--- src/rtl/uart_prog_loader_if.sv ---
// Instruction-memory write port and core-control
// outputs of the UART program loader.
interface uart_prog_loader_if #(
  parameter int ADDR_W = 8
);
  logic              mem_we;
  logic [ADDR_W-1:0] mem_addr;
  logic [31:0]       mem_wdata;
  logic              cpu_hold;
  logic              done;
  logic              error;

  modport master (
    output mem_we,
    output mem_addr,
    output mem_wdata,
    output cpu_hold,
    output done,
    output error
  );

  modport slave (
    input mem_we,
    input mem_addr,
    input mem_wdata,
    input cpu_hold,
    input done,
    input error
  );
endinterface

--- src/rtl/uart_prog_loader.sv ---
// UART boot loader: 8N1 receiver plus framed-image
// loader writing little-endian words to instr memory.
module uart_prog_loader #(
  parameter int CLKS_PER_BIT = 217,
  parameter int ADDR_W       = 8
) (
  input  logic                clk,
  input  logic                resetn,
  input  logic                i_rxd,
  uart_prog_loader_if.master  o_mem
);

  localparam int CW = $clog2(CLKS_PER_BIT);
  localparam logic [CW-1:0] HALF_M1 =
    CW'(CLKS_PER_BIT/2 - 1);
  localparam logic [CW-1:0] FULL_M1 =
    CW'(CLKS_PER_BIT - 1);
  localparam logic [7:0] SYNC = 8'hA5;

  typedef enum logic [1:0] {
    R_IDLE, R_START, R_DATA, R_STOP
  } rx_state_t;

  typedef enum logic [2:0] {
    L_IDLE, L_COUNT, L_DATA,
    L_CHECK, L_DONE, L_ERR
  } ld_state_t;

  logic r_rxd_s1;
  logic r_rxd_s2;

  rx_state_t r_rx_state;
  rx_state_t w_rx_next;
  logic [CW-1:0] r_cnt;
  logic [CW-1:0] w_cnt_next;
  logic [2:0] r_bit;
  logic [2:0] w_bit_next;
  logic [7:0] r_shift;
  logic [7:0] w_shift_next;
  logic r_byte_valid;
  logic w_bv_next;
  logic r_frame_err;
  logic w_fe_next;

  always_ff @(posedge clk) begin
    if (!resetn) begin
      r_rxd_s1 <= 1'b1;
      r_rxd_s2 <= 1'b1;
    end else begin
      r_rxd_s1 <= i_rxd;
      r_rxd_s2 <= r_rxd_s1;
    end
  end

  always_ff @(posedge clk) begin
    if (!resetn) begin
      r_rx_state   <= R_IDLE;
      r_cnt        <= '0;
      r_bit        <= '0;
      r_shift      <= '0;
      r_byte_valid <= 1'b0;
      r_frame_err  <= 1'b0;
    end else begin
      r_rx_state   <= w_rx_next;
      r_cnt        <= w_cnt_next;
      r_bit        <= w_bit_next;
      r_shift      <= w_shift_next;
      r_byte_valid <= w_bv_next;
      r_frame_err  <= w_fe_next;
    end
  end

  always_comb begin
    w_rx_next    = r_rx_state;
    w_cnt_next   = r_cnt;
    w_bit_next   = r_bit;
    w_shift_next = r_shift;
    w_bv_next    = 1'b0;
    w_fe_next    = 1'b0;
    unique case (r_rx_state)
      R_IDLE: begin
        w_cnt_next = '0;
        w_bit_next = '0;
        if (!r_rxd_s2) w_rx_next = R_START;
      end
      R_START: begin
        if (r_cnt == HALF_M1) begin
          w_cnt_next = '0;
          w_rx_next  = r_rxd_s2 ? R_IDLE : R_DATA;
        end else begin
          w_cnt_next = r_cnt + 1'b1;
        end
      end
      R_DATA: begin
        if (r_cnt == FULL_M1) begin
          w_cnt_next   = '0;
          w_shift_next = {r_rxd_s2, r_shift[7:1]};
          if (r_bit == 3'd7) w_rx_next = R_STOP;
          else w_bit_next = r_bit + 1'b1;
        end else begin
          w_cnt_next = r_cnt + 1'b1;
        end
      end
      R_STOP: begin
        if (r_cnt == FULL_M1) begin
          w_cnt_next = '0;
          w_bv_next  = r_rxd_s2;
          w_fe_next  = !r_rxd_s2;
          w_rx_next  = R_IDLE;
        end else begin
          w_cnt_next = r_cnt + 1'b1;
        end
      end
      default: w_rx_next = R_IDLE;
    endcase
  end

  ld_state_t r_ld_state;
  ld_state_t w_ld_next;
  logic [8:0] r_words_left;
  logic [8:0] w_words_left_next;
  logic [ADDR_W-1:0] r_word_idx;
  logic [ADDR_W-1:0] w_word_idx_next;
  logic [1:0] r_byte_idx;
  logic [1:0] w_byte_idx_next;
  logic [7:0] r_csum;
  logic [7:0] w_csum_next;
  logic [31:0] r_word;
  logic [31:0] w_word_next;
  logic r_we;
  logic w_we_next;
  logic [ADDR_W-1:0] r_addr;
  logic [ADDR_W-1:0] w_addr_next;
  logic [31:0] r_wdata;
  logic [31:0] w_wdata_next;
  logic r_done;
  logic w_done_next;
  logic r_error;
  logic w_error_next;
  logic r_hold;
  logic w_hold_next;

  always_ff @(posedge clk) begin
    if (!resetn) begin
      r_ld_state   <= L_IDLE;
      r_words_left <= '0;
      r_word_idx   <= '0;
      r_byte_idx   <= '0;
      r_csum       <= '0;
      r_word       <= '0;
      r_we         <= 1'b0;
      r_addr       <= '0;
      r_wdata      <= '0;
      r_done       <= 1'b0;
      r_error      <= 1'b0;
      r_hold       <= 1'b1;
    end else begin
      r_ld_state   <= w_ld_next;
      r_words_left <= w_words_left_next;
      r_word_idx   <= w_word_idx_next;
      r_byte_idx   <= w_byte_idx_next;
      r_csum       <= w_csum_next;
      r_word       <= w_word_next;
      r_we         <= w_we_next;
      r_addr       <= w_addr_next;
      r_wdata      <= w_wdata_next;
      r_done       <= w_done_next;
      r_error      <= w_error_next;
      r_hold       <= w_hold_next;
    end
  end

  always_comb begin
    w_ld_next         = r_ld_state;
    w_words_left_next = r_words_left;
    w_word_idx_next   = r_word_idx;
    w_byte_idx_next   = r_byte_idx;
    w_csum_next       = r_csum;
    w_word_next       = r_word;
    w_we_next         = 1'b0;
    w_addr_next       = r_addr;
    w_wdata_next      = r_wdata;
    w_done_next       = r_done;
    w_error_next      = r_error;
    w_hold_next       = r_hold;
    unique case (r_ld_state)
      L_IDLE, L_DONE, L_ERR: begin
        if (r_byte_valid && r_shift == SYNC) begin
          w_ld_next    = L_COUNT;
          w_done_next  = 1'b0;
          w_error_next = 1'b0;
          w_hold_next  = 1'b1;
        end
      end
      L_COUNT: begin
        if (r_frame_err) begin
          w_ld_next    = L_ERR;
          w_error_next = 1'b1;
        end else if (r_byte_valid) begin
          // a count byte of zero encodes a full 256-word image
          w_words_left_next = (r_shift == 8'd0) ?
            9'd256 : {1'b0, r_shift};
          w_word_idx_next = '0;
          w_byte_idx_next = '0;
          w_csum_next     = '0;
          w_ld_next       = L_DATA;
        end
      end
      L_DATA: begin
        if (r_frame_err) begin
          w_ld_next    = L_ERR;
          w_error_next = 1'b1;
        end else if (r_byte_valid) begin
          w_csum_next = r_csum ^ r_shift;
          w_word_next[8*r_byte_idx +: 8] = r_shift;
          w_byte_idx_next = r_byte_idx + 1'b1;
          if (r_byte_idx == 2'd3) begin
            w_we_next    = 1'b1;
            w_addr_next  = r_word_idx;
            w_wdata_next = {r_shift, r_word[23:0]};
            w_word_idx_next   = r_word_idx + 1'b1;
            w_words_left_next = r_words_left - 1'b1;
            if (r_words_left == 9'd1) w_ld_next = L_CHECK;
          end
        end
      end
      L_CHECK: begin
        if (r_frame_err) begin
          w_ld_next    = L_ERR;
          w_error_next = 1'b1;
        end else if (r_byte_valid) begin
          if (r_shift == r_csum) begin
            w_ld_next   = L_DONE;
            w_done_next = 1'b1;
            w_hold_next = 1'b0;
          end else begin
            w_ld_next    = L_ERR;
            w_error_next = 1'b1;
          end
        end
      end
      default: w_ld_next = L_IDLE;
    endcase
  end

  assign o_mem.mem_we    = r_we;
  assign o_mem.mem_addr  = r_addr;
  assign o_mem.mem_wdata = r_wdata;
  assign o_mem.cpu_hold  = r_hold;
  assign o_mem.done      = r_done;
  assign o_mem.error     = r_error;

endmodule

--- src/flat_wrapper.sv ---
// flat-port wrapper written by rule: the top's interface ports become plain ports
module uart_prog_loader_flat 
#(
  parameter int CLKS_PER_BIT = 217,
  parameter int ADDR_W       = 8
)
  (clk, resetn, i_rxd, o_mem_mem_we, o_mem_mem_addr, o_mem_mem_wdata, o_mem_cpu_hold, o_mem_done, o_mem_error);
  uart_prog_loader_if #(.ADDR_W(ADDR_W)) o_mem_i ();
  input  logic clk;
  input  logic resetn;
  input  logic i_rxd;
  output wire logic [$bits(o_mem_i.mem_we)-1:0] o_mem_mem_we;
  output wire logic [$bits(o_mem_i.mem_addr)-1:0] o_mem_mem_addr;
  output wire logic [$bits(o_mem_i.mem_wdata)-1:0] o_mem_mem_wdata;
  output wire logic [$bits(o_mem_i.cpu_hold)-1:0] o_mem_cpu_hold;
  output wire logic [$bits(o_mem_i.done)-1:0] o_mem_done;
  output wire logic [$bits(o_mem_i.error)-1:0] o_mem_error;
  assign o_mem_mem_we = o_mem_i.mem_we;
  assign o_mem_mem_addr = o_mem_i.mem_addr;
  assign o_mem_mem_wdata = o_mem_i.mem_wdata;
  assign o_mem_cpu_hold = o_mem_i.cpu_hold;
  assign o_mem_done = o_mem_i.done;
  assign o_mem_error = o_mem_i.error;
  uart_prog_loader #(.CLKS_PER_BIT(CLKS_PER_BIT), .ADDR_W(ADDR_W)) u_core (.clk(clk), .resetn(resetn), .i_rxd(i_rxd), .o_mem(o_mem_i));
endmodule
--- config.mk ---
export PLATFORM = sky130hd
export DESIGN_NAME = uart_prog_loader_flat
export DESIGN_NICKNAME = d
export VERILOG_FILES = /design/src/rtl/uart_prog_loader_if.sv /design/src/rtl/uart_prog_loader.sv /design/src/flat_wrapper.sv
export SDC_FILE = /design/constraint.sdc
export NUM_CORES = 1
export LEC_CHECK = 0
export BUFFER_PORTS_ARGS = -buffer_cell sky130_fd_sc_hd__buf_2
export CORE_UTILIZATION = 30
export DETAILED_ROUTE_END_ITERATION = 10
export PLACE_DENSITY_LB_ADDON = 0.25
export SYNTH_ARGS = -nofsm -noshare
export SYNTH_HDL_FRONTEND = slang
export SYNTH_SLANG_ARGS = --single-unit
--- constraint.sdc ---
create_clock -name clk -period 2.72 [get_ports clk]
set_input_delay 0.544 -clock clk [delete_from_list [all_inputs] [get_ports clk]]
set_output_delay 0.544 -clock clk [all_outputs]
set_load 0.005 [all_outputs]
After elaboration in Yosys (flattened, before gate mapping)
Cells that the tools add are included.

word-level totals
  memories = 0
  bits in writable memories = 0
  bits in registers = 131
  output and inout port bits = 44
  memory bits (read-only) = 0
  latch bits = 0
  input bits = 3
  logic and storage cells = 156

operators by class
  $lt $le $gt $ge = 0
  eq/ne operators = 37
  $add $sub $neg = 6
  multiply operators = 0
  shifts and indexed selects = 2
  multiplexer cells = 62
  div/mod/pow operators = 0
  reductions and logical operators = 24
  bitwise logic cells = 5

operators by type and width
  cell                                                                     number
  8-bit 2-to-1 mux                                                         9
  9-bit 2-to-1 mux                                                         6
  5-bit negation with 34-bit output                                        1
  8-bit by 34-bit variable shift with 32-bit output, first input constant  1
  8-bit by 34-bit indexed part select with 32-bit output                   1
  3-bit 2-to-1 mux                                                         11
  32-bit bitwise mux                                                       1
  8-bit one-hot mux with 2 select lines                                    2
  8-bit one-hot mux with 3 select lines                                    1
  2-bit by 1-bit inequality test with 1-bit output, second input constant  11
  2-bit 2-to-1 mux                                                         10
  5-bit AND reduction                                                      4
  9-bit one-hot mux with 2 select lines                                    1
  8-bit by 1-bit adder with 8-bit output, second input constant            2
  8-bit == test, second input constant                                     2
  3-bit by 1-bit inequality test with 1-bit output, second input constant  5
  1-bit 2-to-1 mux                                                         14
  3-bit one-hot mux with 4 select lines                                    1
  6-bit AND reduction                                                      2
  2-bit inequality test, second input constant                             5
  3-bit == test, second input constant                                     3
  9-bit by 1-bit == test with 1-bit output, second input constant          1
  3-bit AND reduction                                                      3
  9-bit by 1-bit subtractor with 9-bit output, second input constant       1
  28 further kinds                                                         38

Longest topological paths before layout
Gate-level depths: netlist (run 1).

  word-level depth = 6
  mapped depth = 8
  mapped depth without buffers = 7

Least setup slack after synthesis (run 1)
Ideal clock, no wire load.

  path type = register -> register
  from = reg u_core.r_words_left[0]
  to = reg u_core.r_words_left[8]
  clock period less this slack = 1.800 ns
  stages on the path, launching flop included = 8
  slack = 0.920 ns
  library setup time = 0.118 ns
  arrival = 1.681 ns
  required time = 2.602 ns
  path buffers = 0
  cell sequence = dfxtp_1 > inv_1 > ha_1 > or4b_2 > nor4_1 > o21ai_0 > a22oi_1 > nor2b_1

on the way
  longest elaborated chain between the ends = 5

RTL lines
  item                                         line                     text
  start: declaration                           uart_prog_loader.sv:120  logic [8:0] r_words_left;
  start signal: assignment                     uart_prog_loader.sv:159  r_words_left <= w_words_left_next;
  9-bit by 1-bit subtractor with 9-bit output  uart_prog_loader.sv:222  w_words_left_next = r_words_left - 1'b1;
  9-bit 2-to-1 mux                             uart_prog_loader.sv:217  if (r_byte_idx == 2'd3) begin
  9-bit 2-to-1 mux                             uart_prog_loader.sv:213  end else if (r_byte_valid) begin
  9-bit 2-to-1 mux                             uart_prog_loader.sv:210  if (r_frame_err) begin
  9-bit one-hot mux with 2 select lines        uart_prog_loader.sv:186  unique case (r_ld_state)

Every way passes these cells. The select of a mux whose other input is x is not followed.
A chain may end at the register's enable or synchronous reset.

Worst setup path after layout (run 1)
  from = reg u_core.r_ld_state[1]
  to = reg u_core.r_addr[6], in the netlist u_core.o_mem.mem_addr[6]

on the way
  longest elaborated chain between the ends = 2

RTL lines
  item                                      line                     text
  start: declaration                        uart_prog_loader.sv:118  ld_state_t r_ld_state;
  start signal: assignment                  uart_prog_loader.sv:158  r_ld_state <= w_ld_next;
  3-bit by 2-bit == test with 1-bit output  uart_prog_loader.sv:186
  4-bit AND reduction (no line)             -
  end signal: assignment                    uart_prog_loader.sv:165  r_addr <= w_addr_next;
  end: declaration                          uart_prog_loader.sv:132  logic [ADDR_W-1:0] r_addr;

Every way passes these cells.

==> results of run 1 <==
-- how the worst max path moves through the flow --
stage,startpoint,to,slack [ns],cells past startpoint
6_report,u_core.r_ld_state[1],u_core.o_mem.mem_addr[6],0.46,5
4_1_cts,u_core.r_ld_state[1],u_core.o_mem.mem_wdata[23],0.46,5
5_1_grt,u_core.r_ld_state[1],u_core.o_mem.mem_addr[0],0.29,5
3_3_place_gp,u_core.r_ld_state[1],u_core.o_mem.mem_wdata[28],0.60,5
2_1_floorplan,u_core.r_words_left[0],u_core.r_words_left[8],0.92,7
3_5_place_dp,u_core.r_ld_state[1],u_core.o_mem.mem_addr[6],0.50,5
-- worst reg2reg max path, cell delays in order, from the launching register on --
cell and delay (ns):
sky130_fd_sc_hd__dfxtp_1 0.61, sky130_fd_sc_hd__or3b_1 0.65, sky130_fd_sc_hd__nor2_4 0.52, sky130_fd_sc_hd__buf_12 0.23
sky130_fd_sc_hd__nand2_1 0.06, sky130_fd_sc_hd__a21boi_1 0.13
-- flip-flops by register name, indices dropped and copies added, names as in the netlist, 2 cells and up, named ones only --
| name | cells |
|---|---|
| u_core.r_csum | 8 |
| u_core.r_cnt | 8 |
| u_core.r_ld_state | 3 |
| u_core.r_words_left | 9 |
| u_core.r_shift | 8 |
| u_core.r_byte_idx | 2 |
| u_core.r_bit | 3 |
| u_core.r_word_idx | 8 |
| u_core.o_mem.mem_wdata | 32 |
| u_core.o_mem.mem_addr | 8 |
| u_core.r_word | 24 |
-- cells in the mapped netlist (2+ instances only) --
library cell	n
sky130_fd_sc_hd__a21boi_0	31
sky130_fd_sc_hd__a21boi_1	41
sky130_fd_sc_hd__a21oi_1	14
sky130_fd_sc_hd__a21oi_2	2
sky130_fd_sc_hd__a22oi_1	3
sky130_fd_sc_hd__a41oi_1	3
sky130_fd_sc_hd__and2_1	7
sky130_fd_sc_hd__and3_1	6
sky130_fd_sc_hd__and4_1	2
sky130_fd_sc_hd__buf_2	14
sky130_fd_sc_hd__buf_4	4
sky130_fd_sc_hd__buf_6	4
sky130_fd_sc_hd__clkbuf_1	20
sky130_fd_sc_hd__dfxtp_1	123
sky130_fd_sc_hd__ha_1	12
sky130_fd_sc_hd__inv_1	9
sky130_fd_sc_hd__mux2i_1	10
sky130_fd_sc_hd__nand2_1	137
sky130_fd_sc_hd__nand2b_1	5
sky130_fd_sc_hd__nand3_1	32
sky130_fd_sc_hd__nand4_1	3
sky130_fd_sc_hd__nand4b_1	2
sky130_fd_sc_hd__nor2_1	43
sky130_fd_sc_hd__nor2_4	2
sky130_fd_sc_hd__nor2b_1	12
sky130_fd_sc_hd__nor3_1	6
sky130_fd_sc_hd__nor3_2	2
sky130_fd_sc_hd__nor3b_1	5
sky130_fd_sc_hd__nor4_1	4
sky130_fd_sc_hd__nor4b_1	2
sky130_fd_sc_hd__o211ai_1	2
sky130_fd_sc_hd__o21ai_0	15
sky130_fd_sc_hd__o221a_2	2
sky130_fd_sc_hd__o31ai_1	3
sky130_fd_sc_hd__or3_1	4
sky130_fd_sc_hd__xnor2_1	8
sky130_fd_sc_hd__xor2_1	20
-- per-stage QoR --
step	cell area [sq um]	total power, mW
detailed placement	5894	1.955
global placement	5894	1.952
CTS	6462	4.115
floorplan	5450	1.931
finish	6462	4.057
global route	6462	4.201
-- cells by family (layout without fill, tap and decap cells) --
group / Yosys count / in the layout
xor+xnor: 28 / 28
compound gates: 126 / 126
mux: 11 / 11
buf+inv: 51 / 104
fa+ha+maj: 12 / 12
flops: 123 / 123
simple gates: 281 / 281
-- per-layer routing --
layer	GRT usage, %	share of wire (%)
met1	17.04	48
met2	22.53	47
met3	3.667	3.4
met4	5.800	1.5
met5	0	0
-- layout make-up --
cell class,count,area share (%)
multi-input combinational,458,42.30
sequential,123,38.10
clock buffer,17,6.583
timing repair buffer,63,5.924
tap,225,4.356
clock inverter,15,2.207
inverter,9,0.5227
-- cell usage in the layout (no fill, tap or decap), drive strengths merged, types with 6 or more instances in the layout --
| master | netlist | final |
|---|---|---|
| clkbuf | 20 | 17 |
| xor2 | 20 | 20 |
| buf | 22 | 63 |
| nand3 | 32 | 32 |
| and2 | 7 | 7 |
| xnor2 | 8 | 8 |
| nor2b | 12 | 12 |
| o21ai | 16 | 16 |
| mux2i | 10 | 10 |
| nor2 | 45 | 45 |
| a21oi | 16 | 16 |
| a21boi | 72 | 72 |
| nor3 | 8 | 8 |
| ha | 12 | 12 |
| inv | 9 | 14 |
| dfxtp | 123 | 123 |
| nand2 | 137 | 137 |
| clkinv | 0 | 7 |
| and3 | 6 | 6 |
-- power groups by stage --
stage	logic (mW)	registers [mW]	clock network [mW]
5_1_grt	0.106	1.82	2.27
2_1_floorplan	0.0794	1.85	0
4_1_cts	0.0971	1.82	2.20
3_3_place_gp	0.0957	1.86	0
3_5_place_dp	0.0968	1.86	0
6_report	0.0961	1.82	2.14
==> results_tabular.tex, run 1 <==
\begin{tabular}{lr}
\hline
Metric & Value \\
\hline
\multicolumn{2}{l}{\textbf{CTS}} \\
Post-CTS Setup Bufs & 0 \\
Number of gates given a new drive strength after cts & 0 \\
Number of CTS-inserted buffers & 17 \\
CTS tree & done \\
Clock Tree Buf Depth & 2 \\
Clock latency reported for the late side of the worst-skew pair & 0.41 ns \\
Cell chosen for the clock root & sky130\_fd\_sc\_hd\_\_clkbuf\_16 \\
Clock-pin slew on the worst setup and hold paths & approximately 0.060 ns \\
Max H-tree Level & 4 \\
Number of buffers added to fix hold violations after cts & 0 \\
Clock Sinks & roughly 120 \\
\multicolumn{2}{l}{\textbf{Timing}} \\
Measured slew at the worst slew-check pin & approximately 0.67 ns \\
Final count of pins violating max slew & 0 \\
Endpoints failing setup & 0 \\
Share of the clock period used by the worst path after layout & between 80\% and 90\% \\
Worst relative slew slack & between 50\% and 60\% \\
Post-route setup slack & between 0.4 and 0.5 ns \\
Summed negative setup slack over all endpoints & 0 ns \\
Unrepaired setup endpoints after global routing & false \\
Worst hold-check slack & 0.3148 ns \\
Final Skew & approximately 0.0071 ns \\
Hold violation total from the final report & 0 \\
Peak Freq & 0.4425 GHz \\
Min Clock Period, post-route & 2.260 ns \\
\multicolumn{2}{l}{\textbf{Critical path}} \\
CP Capture Type & register \\
Startpoint-to-endpoint class of the critical path & register to register \\
Flop2flop setup slack & about 0.46 ns \\
Cell-by-cell trace of the critical path & or3b\_1 -> nor2\_4 -> buf\_12 -> nand2\_1 -> a21boi\_1 \\
CP required & 3.06 ns \\
Number of buffer and inverter stages on the critical path & 1 \\
Critical Path Max Stage Delay & approximately 0.64 ns \\
Worst-case reg-to-reg path depth & 5 \\
CP top delay family & simple AND/OR/NAND/NOR gates \\
Element type at the critical path start & register \\
Highest net fanout along the worst path & 22 \\
FF-to-FF End & u\_core.o\_mem.mem\_addr[6] \\
Critical Path AT & around 2.6 ns \\
R2R Path Start & u\_core.r\_ld\_state[1] \\
Slowest CP cell & sky130\_fd\_sc\_hd\_\_or3b\_1 \\
\multicolumn{2}{l}{\textbf{Layout}} \\
Relative area change from synthesis to final layout & 18.57\% \\
Area used by sequential logic in the layout & between 0.002 and 0.0025 sq mm \\
N\_diodes & 0 \\
Post-layout util & between 30\% and 40\% \\
Area occupied by multi-input gates & roughly 0.0027 sq mm \\
Share of layout cells above drive strength 1 & between 10\% and 20\% \\
Post-layout net count & 687 \\
Final-layout fill cell count & about 1.8k \\
Count of non-filler cells in the finished layout & 910 \\
\multicolumn{2}{l}{\textbf{Global routing}} \\
Grt total ovfl & 0 \\
Aggregate global-route resource usage & between 10 and 15\% \\
Largest net degree at the start of global routing & 74 \\
Via count of the first global-routing pass & around 4.2k \\
Initial antenna violation count & 0 \\
First-pass GRT wire length & 20.10 mm \\
\multicolumn{2}{l}{\textbf{Synth}} \\
Post-synthesis share of cell area spent on full adders, half adders and majority gates & about 2.8\% \\
Count of different cell masters after synthesis & 55 \\
Simple-gate portion of the synthesized area & between 20\% and 30\% \\
Main combinational cell family by area after synthesis & simple AND/OR/NAND/NOR gates \\
Synthesized area & $\sim$0.0055 sq mm \\
Per-instance average area after synthesis & about 8.6 sq um \\
Post-synthesis mux area share & roughly 2.0\% \\
Synthesized netlist net count & roughly 650 \\
Synthesized-area fraction occupied by ao, oa, aoi and oai cells & 16.46\% \\
Async set-reset flop share out of synthesis & 0\% \\
Main area contributors after synthesis & sky130\_fd\_sc\_hd\_\_dfxtp\_1 45\%, sky130\_fd\_sc\_hd\_\_nand2\_1 9.4\%, sky130\_fd\_sc\_hd\_\_a21boi\_1 5.6\%, sky130\_fd\_sc\_hd\_\_a21boi\_0 4.3\%, sky130\_fd\_sc\_hd\_\_xor2\_1 3.2\% \\
Share of synthesized area occupied by flip-flops and latches & between 40\% and 50\% \\
Number of standard cells after synthesis & $\sim$630 \\
Cell type contributing the most total cell area after synthesis & sky130\_fd\_sc\_hd\_\_dfxtp\_1 \\
Post-synthesis sequential element count & between 100 and 150 \\
Xor and xnor area share after synthesis & 4.500\% \\
Predominant post-synthesis flop cell & sky130\_fd\_sc\_hd\_\_dfxtp\_1 \\
Total number of yosys warnings & 0 \\
Post-synth EDFFs & 0 \\
Post-synth top area share & between 40\% and 50\% \\
\multicolumn{2}{l}{\textbf{Power}} \\
Part of the power in registers & 44.8\% \\
Power spent charging and discharging nets & about 0.93 mW \\
Clk network pwr share & roughly 53\% \\
Peak supply drop & just over 0.6 mV \\
Cell Int Power & about 3.1 mW \\
Leakage & roughly 2.4 nW \\
Share of power burned in combinational logic & 2.4\% \\
Power density cells & around 630 mW/mm\^{}2 \\
Switching Fraction & 23.02\% \\
\multicolumn{2}{l}{\textbf{Job}} \\
Count of maximum capacitance violations & 0 \\
\multicolumn{2}{l}{\textbf{Route}} \\
Post-DRT Antenna Nets & 0 \\
Detail-routed net length per standard cell & approximately 13 microns \\
Average via count per standard cell & roughly 4.8 \\
Total Routed Length & around 12 mm \\
Via Count & 4361 \\
Final routed DRC violation total & 0 \\
Number of detailed-routing iterations run before antenna repair & 4 \\
Drt initial violations & roughly 250 \\
\multicolumn{2}{l}{\textbf{Hold path}} \\
Type of the worst min-delay path & primary input to register \\
Launch point of the worst hold path & i\_rxd \\
Hold Path Sink & u\_core.r\_rxd\_s1 \\
Number of cells on the worst hold path & 2 \\
\multicolumn{2}{l}{\textbf{Floorplanning}} \\
Chip Height & approximately 140 microns \\
Placeable core region & around 0.018 sq mm \\
Ports & 47 \\
Number of core rows & 48 \\
Overall die width & about 140 microns \\
Total Die Area & between 0.015 and 0.02 sq mm \\
Starting utilization of the core area & a little under a third \\
\multicolumn{2}{l}{\textbf{Placement}} \\
Post-placement cell count & a little under 900 \\
PortBufs & 46 \\
Final HPWL from detailed placement & $\sim$8.3 mm \\
Minimum setup slack after placement & 0.5029 ns \\
Final Wtd Congestion & just over 0.8 \\
\multicolumn{2}{l}{\textbf{Status}} \\
Outcome & completed \\
\hline
\end{tabular}
(Power assumes the default switching activity.)
==> run 2, diff against run 1 <==
--- a/config.mk
+++ b/config.mk
@@ -5,6 +5,7 @@
 export SDC_FILE = /design/constraint.sdc
 export NUM_CORES = 1
 export LEC_CHECK = 0
+export ABC_AREA = 1
 export BUFFER_PORTS_ARGS = -buffer_cell sky130_fd_sc_hd__buf_2
 export CORE_UTILIZATION = 30
 export DETAILED_ROUTE_END_ITERATION = 10
==> constraint.sdc (replaced) <==
create_clock -name clk -period 2 [get_ports clk]
set_input_delay 0.4 -clock clk [delete_from_list [all_inputs] [get_ports clk]]
set_output_delay 0.4 -clock clk [all_outputs]
set_load 0.005 [all_outputs]
==> run 2 against run 1 <==
- via count grew 7.8%
- fmax grew 30%
- flip-flop and latch count is the same
- critical path type unchanged
==> results_tabular.tex, run 2 <==
\begin{tabular}{lr}
\hline
Metric & Value \\
\hline
\multicolumn{2}{l}{\textbf{CTS}} \\
Clock latency reported for the late side of the worst-skew pair & approximately 0.42 ns \\
Clock Sinks & 123 \\
Number of CTS-inserted buffers & 17 \\
Max H-tree Level & 4 \\
Cell chosen for the clock root & sky130\_fd\_sc\_hd\_\_clkbuf\_16 \\
Number of buffers added to fix hold violations after cts & 0 \\
Clock Tree Buf Depth & 2 \\
CTS tree & done \\
Post-CTS Setup Bufs & 0 \\
Number of gates given a new drive strength after cts & 0 \\
Clock-pin slew on the worst setup and hold paths & roughly 0.060 ns \\
\multicolumn{2}{l}{\textbf{Timing}} \\
Summed negative setup slack over all endpoints & 0 ns \\
Min Clock Period, post-route & roughly 1.7 ns \\
Worst relative slew slack & around 56\% \\
Peak Freq & around 0.57 GHz \\
Post-route setup slack & between 0.2 and 0.3 ns \\
Share of the clock period used by the worst path after layout & between 80 and 90\% \\
Final count of pins violating max slew & 0 \\
Measured slew at the worst slew-check pin & 0.6573 ns \\
Hold violation total from the final report & 0 \\
Unrepaired setup endpoints after global routing & false \\
Worst hold-check slack & 0.1733 ns \\
Final Skew & 0.009482 ns \\
Endpoints failing setup & 0 \\
\multicolumn{2}{l}{\textbf{Global routing}} \\
Global-route track usage on met3 & between 3 and 4\% \\
Met2 capacity usage during global routing & about a quarter \\
Via count of the first global-routing pass & 4355 \\
Grt total ovfl & 0 \\
First-pass GRT wire length & between 20 and 25 mm \\
Aggregate global-route resource usage & 15.12\% \\
GRT Max-Usage Layer & met2 \\
Largest net degree at the start of global routing & 47 \\
Global routing usage on met1 & between 10\% and 20\% \\
Initial antenna violation count & 0 \\
\multicolumn{2}{l}{\textbf{Layout}} \\
N\_diodes & 0 \\
Final-layout fill cell count & roughly 1.9k \\
Most used cells in the layout excluding fill and tap cells & 123 x sky130\_fd\_sc\_hd\_\_dfxtp\_1, 115 x sky130\_fd\_sc\_hd\_\_nand2\_1, 112 x sky130\_fd\_sc\_hd\_\_nor2\_1 \\
Most common library cell in the layout ignoring fill and taps & sky130\_fd\_sc\_hd\_\_dfxtp\_1 \\
Number of flip-flops under the largest register name & 32 \\
Count of non-filler cells in the finished layout & between 1k and 1.5k \\
Relative area change from synthesis to final layout & 20.76\% \\
Post-layout net count & approximately 810 \\
Share of layout cells above drive strength 1 & between 10 and 15\% \\
\multicolumn{2}{l}{\textbf{Synth}} \\
Total number of yosys warnings & 0 \\
Share of synthesized area occupied by flip-flops and latches & approximately 46\% \\
Cell with the most instances after synthesis & sky130\_fd\_sc\_hd\_\_dfxtp\_1 \\
Synthesized area & roughly 0.0054 sq mm \\
Async set-reset flop share out of synthesis & 0\% \\
Main area contributors after synthesis & sky130\_fd\_sc\_hd\_\_dfxtp\_1 46\%, sky130\_fd\_sc\_hd\_\_nand2\_1 8.1\%, sky130\_fd\_sc\_hd\_\_nor2\_1 7.9\%, sky130\_fd\_sc\_hd\_\_o21ai\_0 7.5\%, sky130\_fd\_sc\_hd\_\_a21oi\_1 7.1\% \\
Post-synth EDFFs & 0 \\
Post-synthesis sequential element count & between 100 and 150 \\
Cell type contributing the most total cell area after synthesis & sky130\_fd\_sc\_hd\_\_dfxtp\_1 \\
Predominant post-synthesis flop cell & sky130\_fd\_sc\_hd\_\_dfxtp\_1 \\
Count of different cell masters after synthesis & 35 \\
Per-instance average area after synthesis & approximately 7.3 sq um \\
Synthesized netlist net count & about 750 \\
Post-synth top area share & between 40 and 50\% \\
Most numerous cell types in the synthesized netlist & 123 x sky130\_fd\_sc\_hd\_\_dfxtp\_1, 115 x sky130\_fd\_sc\_hd\_\_nand2\_1, 112 x sky130\_fd\_sc\_hd\_\_nor2\_1 \\
Number of standard cells after synthesis & $\sim$730 \\
\multicolumn{2}{l}{\textbf{Power}} \\
Tot Pwr & around 5.8 mW \\
Peak supply drop & $\sim$0.69 mV \\
Leakage & between 2 and 3 nW \\
Power density cells & around 900 mW/mm\^{}2 \\
\multicolumn{2}{l}{\textbf{Route}} \\
Final routed DRC violation total & 0 \\
Average via count per standard cell & between 4 and 5 \\
Total Routed Length & 12.91 mm \\
Detail-routed net length per standard cell & approximately 13 microns \\
Number of detailed-routing iterations run before antenna repair & 4 \\
Drt initial violations & approximately 300 \\
Via Count & roughly 4.7k \\
Post-DRT Antenna Nets & 0 \\
\multicolumn{2}{l}{\textbf{Critical path}} \\
Flop2flop setup slack & around 0.26 ns \\
Cell repeated most along the worst path & sky130\_fd\_sc\_hd\_\_o21ai\_1 \\
Cell-by-cell trace of the critical path & inv\_2 -> nor2\_4 -> nand2\_2 -> o21ai\_1 -> nand2\_1 -> o21ai\_1 -> buf\_4 -> a211oi\_1 \\
Startpoint-to-endpoint class of the critical path & register to register \\
Critical Path Max Stage Delay & roughly 0.40 ns \\
CP required & around 2.3 ns \\
Element type at the critical path start & register \\
CP Capture Type & register \\
Slowest CP cell & sky130\_fd\_sc\_hd\_\_dfxtp\_1 \\
Highest net fanout along the worst path & 6 \\
Number of buffer and inverter stages on the critical path & 2 \\
Critical Path AT & a little over 2 ns \\
CP top delay family & compound AO/OA/AOI/OAI gates \\
\multicolumn{2}{l}{\textbf{Floorplanning}} \\
Chip Height & between 100 and 150 microns \\
Overall die width & 135.6 microns \\
Ports & 47 \\
Number of core rows & 48 \\
Total Die Area & approximately 0.018 sq mm \\
Starting utilization of the core area & between 30\% and 40\% \\
Placeable core region & around 0.017 sq mm \\
\multicolumn{2}{l}{\textbf{Placement}} \\
PortBufs & 46 \\
Final HPWL from detailed placement & 9.021 mm \\
Post-placement cell count & between 900 and 1k \\
Final Wtd Congestion & 0.8123 \\
Minimum setup slack after placement & 0.2737 ns \\
\multicolumn{2}{l}{\textbf{Job}} \\
Count of maximum capacitance violations & 0 \\
\multicolumn{2}{l}{\textbf{Status}} \\
Outcome & completed \\
\multicolumn{2}{l}{\textbf{Hold path}} \\
Type of the worst min-delay path & primary input to register \\
\hline
\end{tabular}
-- run 2: cell count changes in the layout (fill, tap and decap cells not counted), sizes merged, moves of 9 or more --
| cell | before | now |
|---|---|---|
| nor2b | 12 | 0 |
| buf | 63 | 72 |
| o21ai | 16 | 83 |
| nand4 | 3 | 27 |
| nand2 | 137 | 120 |
| a21boi | 72 | 1 |
| inv | 14 | 85 |
| nor2 | 45 | 116 |
| xor2 | 20 | 6 |
| a21oi | 16 | 76 |
| nand3 | 32 | 20 |
| mux2i | 10 | 0 |
-- run 2: logic make-up (layout without fill, tap and decap cells) --
logic type / count (synthesis) / in the layout / synth area share [%]
and+or+nand+nor: 301 / 301 / 24.52
AOI/OAI and AO/OA: 173 / 173 / 16.76
DFF: 123 / 123 / 46.00
buffers and inverters: 117 / 187 / 8.929
adders and majority gates: 12 / 12 / 2.805
xor gates and xnor gates: 6 / 6 / 0.9818
-- run 2: final timing paths --
check	start	end	depth (start not counted)
max reg2reg	u_core.r_ld_state[0]	u_core.r_byte_idx[1]	8
min	i_rxd	u_core.r_rxd_s1	2
max	u_core.r_ld_state[0]	u_core.r_byte_idx[1]	8
min reg2reg	u_core.r_rxd_s1	u_core.r_rxd_s2	1
-- run 2: area by class of cell --
cell class                 instances  area, sq um  share of cell area (%)
clock buffer                      21        460.4                   7.124
tap                              225        281.5                   4.355
sequential                       123         2462                   38.10
multi-input combinational        492         2412                   37.32
clock inverter                    10        92.59                   1.432
inverter                          84        316.6                   4.897
timing repair buffer              72        437.9                   6.775
-- run 2: power breakdown --
part | internal, mW | switching, mW | total (mW)
logic | 0.116 | 0.225 | 0.341
registers | 2.49 | 0.0446 | 2.53
clock network | 1.77 | 1.14 | 2.91
-- run 2: routing by layer --
metal / share of wire, % / vias to the layer above
li1: - / 2517
met5: 0 / -
met4: 1.0 / 0
met2: 46 / 68
met1: 50 / 2106
met3: 3.2 / 10
-- run 2: stage by stage --
step                      util (%)  cell area (sq um)
after global placement       34.05               5911
final                        37.24               6464
after detailed placement     34.05               5911
after CTS                    37.24               6464
after floorplan                  -               5353
after global routing         37.24               6464
==> run 3, diff against run 2 <==
--- a/config.mk
+++ b/config.mk
@@ -5,11 +5,13 @@
 export SDC_FILE = /design/constraint.sdc
 export NUM_CORES = 1
 export LEC_CHECK = 0
-export ABC_AREA = 1
+export ABC_AREA = 0
 export BUFFER_PORTS_ARGS = -buffer_cell sky130_fd_sc_hd__buf_2
 export CORE_UTILIZATION = 30
 export DETAILED_ROUTE_END_ITERATION = 10
+export GPL_ROUTABILITY_DRIVEN = 0
 export PLACE_DENSITY_LB_ADDON = 0.25
+export SLEW_MARGIN = 20
 export SYNTH_ARGS = -nofsm -noshare
 export SYNTH_HDL_FRONTEND = slang
 export SYNTH_SLANG_ARGS = --single-unit
==> run 3 against run 2 <==
- combinational power shrank 62%
- count of clock-buffer cells in the layout shrank 3
- final cell count shrank 10%
- power shrank 0.71%
- critical path depth shrank 3
- clock skew shrank 0.0020 ns
- clock power grew 7.6%
- highest routed layer unchanged
- critical path type unchanged
==> results_tabular.tex, run 3 (synthesized netlist as in run 1, its figures left out) <==
\begin{tabular}{lr}
\hline
Metric & Value \\
\hline
\multicolumn{2}{l}{\textbf{Route}} \\
Number of detailed-routing iterations run before antenna repair & 4 \\
Via Count & about 4.4k \\
Average via count per standard cell & $\sim$4.8 \\
Post-DRT Antenna Nets & 0 \\
Detail-routed net length per standard cell & between 10 and 15 microns \\
Final routed DRC violation total & 0 \\
Drt initial violations & 201 \\
Total Routed Length & 12.12 mm \\
\multicolumn{2}{l}{\textbf{Critical path}} \\
Element type at the critical path start & register \\
Critical Path Sink & u\_core.o\_mem.mem\_wdata[22] \\
Critical Path AT & between 2 and 2.5 ns \\
CP Capture Type & register \\
FF-to-FF End & u\_core.o\_mem.mem\_wdata[22] \\
CP required & about 2.4 ns \\
R2R Path Start & u\_core.r\_ld\_state[1] \\
Critical path startpoint & u\_core.r\_ld\_state[1] \\
Flop2flop setup slack & 0.18 ns \\
Startpoint-to-endpoint class of the critical path & register to register \\
Highest net fanout along the worst path & 40 \\
Worst-case reg-to-reg path depth & 5 \\
\multicolumn{2}{l}{\textbf{CTS}} \\
Clock-pin slew on the worst setup and hold paths & 0.06 ns \\
Clock Tree Buf Depth & 2 \\
Number of CTS-inserted buffers & 17 \\
Post-CTS Setup Bufs & 0 \\
CTS tree & done \\
Clock Sinks & around 120 \\
Number of buffers added to fix hold violations after cts & 0 \\
Max H-tree Level & 4 \\
Clock latency reported for the late side of the worst-skew pair & 0.42 ns \\
Cell chosen for the clock root & sky130\_fd\_sc\_hd\_\_clkbuf\_16 \\
\multicolumn{2}{l}{\textbf{Layout}} \\
Post-layout net count & between 600 and 700 \\
Most common library cell in the layout ignoring fill and taps & sky130\_fd\_sc\_hd\_\_nand2\_1 \\
Most used cells in the layout excluding fill and tap cells & 137 x sky130\_fd\_sc\_hd\_\_nand2\_1, 123 x sky130\_fd\_sc\_hd\_\_dfxtp\_1, 46 x sky130\_fd\_sc\_hd\_\_buf\_2 \\
N\_diodes & 0 \\
Number of flip-flops under the largest register name & 32 \\
Final-layout fill cell count & $\sim$1.8k \\
Relative area change from synthesis to final layout & 20.84\% \\
Share of layout cells above drive strength 1 & 17.36\% \\
\multicolumn{2}{l}{\textbf{Floorplanning}} \\
Starting utilization of the core area & a little over 30\% \\
Total Die Area & 0.01871 sq mm \\
Number of core rows & 48 \\
Placeable core region & roughly 0.018 sq mm \\
Overall die width & 136.8 microns \\
Chip Height & $\sim$140 microns \\
Ports & 47 \\
\multicolumn{2}{l}{\textbf{Power}} \\
Clk network pwr share & between 50\% and 60\% \\
Peak supply drop & 0.5712 mV \\
Tot Pwr & $\sim$5.7 mW \\
Power density cells & 871.1 mW/mm\^{}2 \\
Share of power burned in combinational logic & roughly 2.3\% \\
Power spent charging and discharging nets & $\sim$1.2 mW \\
Switching Fraction & about a fifth \\
Cell Int Power & roughly 4.5 mW \\
Part of the power in registers & approximately 43\% \\
Leakage & 2.496 nW \\
\multicolumn{2}{l}{\textbf{Timing}} \\
Measured slew at the worst slew-check pin & approximately 0.56 ns \\
Unrepaired setup endpoints after global routing & false \\
Share of the clock period used by the worst path after layout & between 90\% and 100\% \\
Final count of pins violating max slew & 0 \\
Worst relative slew slack & a little over three fifths \\
Min Clock Period, post-route & roughly 1.8 ns \\
Endpoints failing setup & 0 \\
Summed negative setup slack over all endpoints & 0 ns \\
Hold violation total from the final report & 0 \\
Final Skew & approximately 0.0075 ns \\
Peak Freq & 0.5485 GHz \\
\multicolumn{2}{l}{\textbf{Global routing}} \\
First-pass GRT wire length & 20.02 mm \\
Grt total ovfl & 0 \\
GRT Max-Usage Layer & met2 \\
Global routing usage on met1 & between 10\% and 20\% \\
Largest net degree at the start of global routing & 51 \\
Initial antenna violation count & 0 \\
Aggregate global-route resource usage & approximately 14\% \\
Via count of the first global-routing pass & 4189 \\
Global-route track usage on met3 & under 10\% \\
Met2 capacity usage during global routing & between 20 and 25\% \\
\multicolumn{2}{l}{\textbf{Placement}} \\
Final HPWL from detailed placement & 8.434 mm \\
PortBufs & 46 \\
\multicolumn{2}{l}{\textbf{Hold path}} \\
Type of the worst min-delay path & primary input to register \\
Number of cells on the worst hold path & 2 \\
Launch point of the worst hold path & i\_rxd \\
\multicolumn{2}{l}{\textbf{Job}} \\
Count of maximum capacitance violations & 0 \\
\multicolumn{2}{l}{\textbf{Status}} \\
Outcome & completed \\
\hline
\end{tabular}
## run 3: cell type report
| cell class | count | area (sq um) | share of cell area (%) |
|---|---|---|---|
| Multi-Input combinational cell | 458 | 2738 | 41.57 |
| Sequential cell | 123 | 2462 | 37.39 |
| Timing Repair Buffer | 75 | 460.4 | 6.991 |
| Clock buffer | 18 | 439.2 | 6.668 |
| Tap cell | 225 | 281.5 | 4.274 |
| Clock inverter | 14 | 171.4 | 2.603 |
| Inverter | 9 | 33.78 | 0.5129 |
## run 3: worst min-delay path by stage
| stage | slack, ns | end |
|---|---|---|
| 2_1_floorplan | 0.39 | u_core.r_rxd_s2 |
| 3_3_place_gp | 0.41 | u_core.r_rxd_s2 |
| 3_5_place_dp | 0.40 | u_core.r_rxd_s2 |
| 4_1_cts | 0.16 | u_core.r_rxd_s1 |
| 5_1_grt | 0.18 | u_core.r_rxd_s1 |
| 6_report | 0.17 | u_core.r_rxd_s1 |
## run 3: per-stage QoR
stage               hold WS [ns]  instance area [sq um]  utilization, %  setup WS (ns)  cells
finish                    0.1697                   6586           37.56         0.1770    922
global route              0.1756                   6586           37.56        0.03944    922
CTS                       0.1565                   6583           37.54        0.01496    922
detailed placement        0.4005                   5972           34.05        0.01269    890
global placement          0.4057                   5972           34.05         0.1329    890
floorplan                 0.3863                   5450               -         0.2003    632
## run 3: power groups by stage
stage | combinational, mW | sequential (mW) | clock [mW]
after detailed placement | 0.130 | 2.53 | 0
after global routing | 0.145 | 2.47 | 3.32
after global placement | 0.128 | 2.53 | 0
after floorplan | 0.108 | 2.52 | 0
final | 0.129 | 2.47 | 3.13
after CTS | 0.130 | 2.47 | 3.21
## run 3: timing repair
item / in CTS / in global routing
endpoints found under the hold margin: 0 / 0
resized for setup: 0 / 1
setup endpoints to repair: 0 / 2
## run 3: critical path: stages (launching register included)
cell and delay [ns]:
sky130_fd_sc_hd__dfxtp_1 0.47, sky130_fd_sc_hd__or3b_1 0.64, sky130_fd_sc_hd__nor2_4 0.20, sky130_fd_sc_hd__buf_12 0.21
sky130_fd_sc_hd__nand2_1 0.10, sky130_fd_sc_hd__a21boi_1 0.14
## run 3: metal layers
metal	part of all wire, %	wire, microns	vias up
met5	0	0	-
met4	1.4	164	0
met3	4.4	530	16
met2	47	5701	76
met1	47	5726	2055
li1	-	-	2237
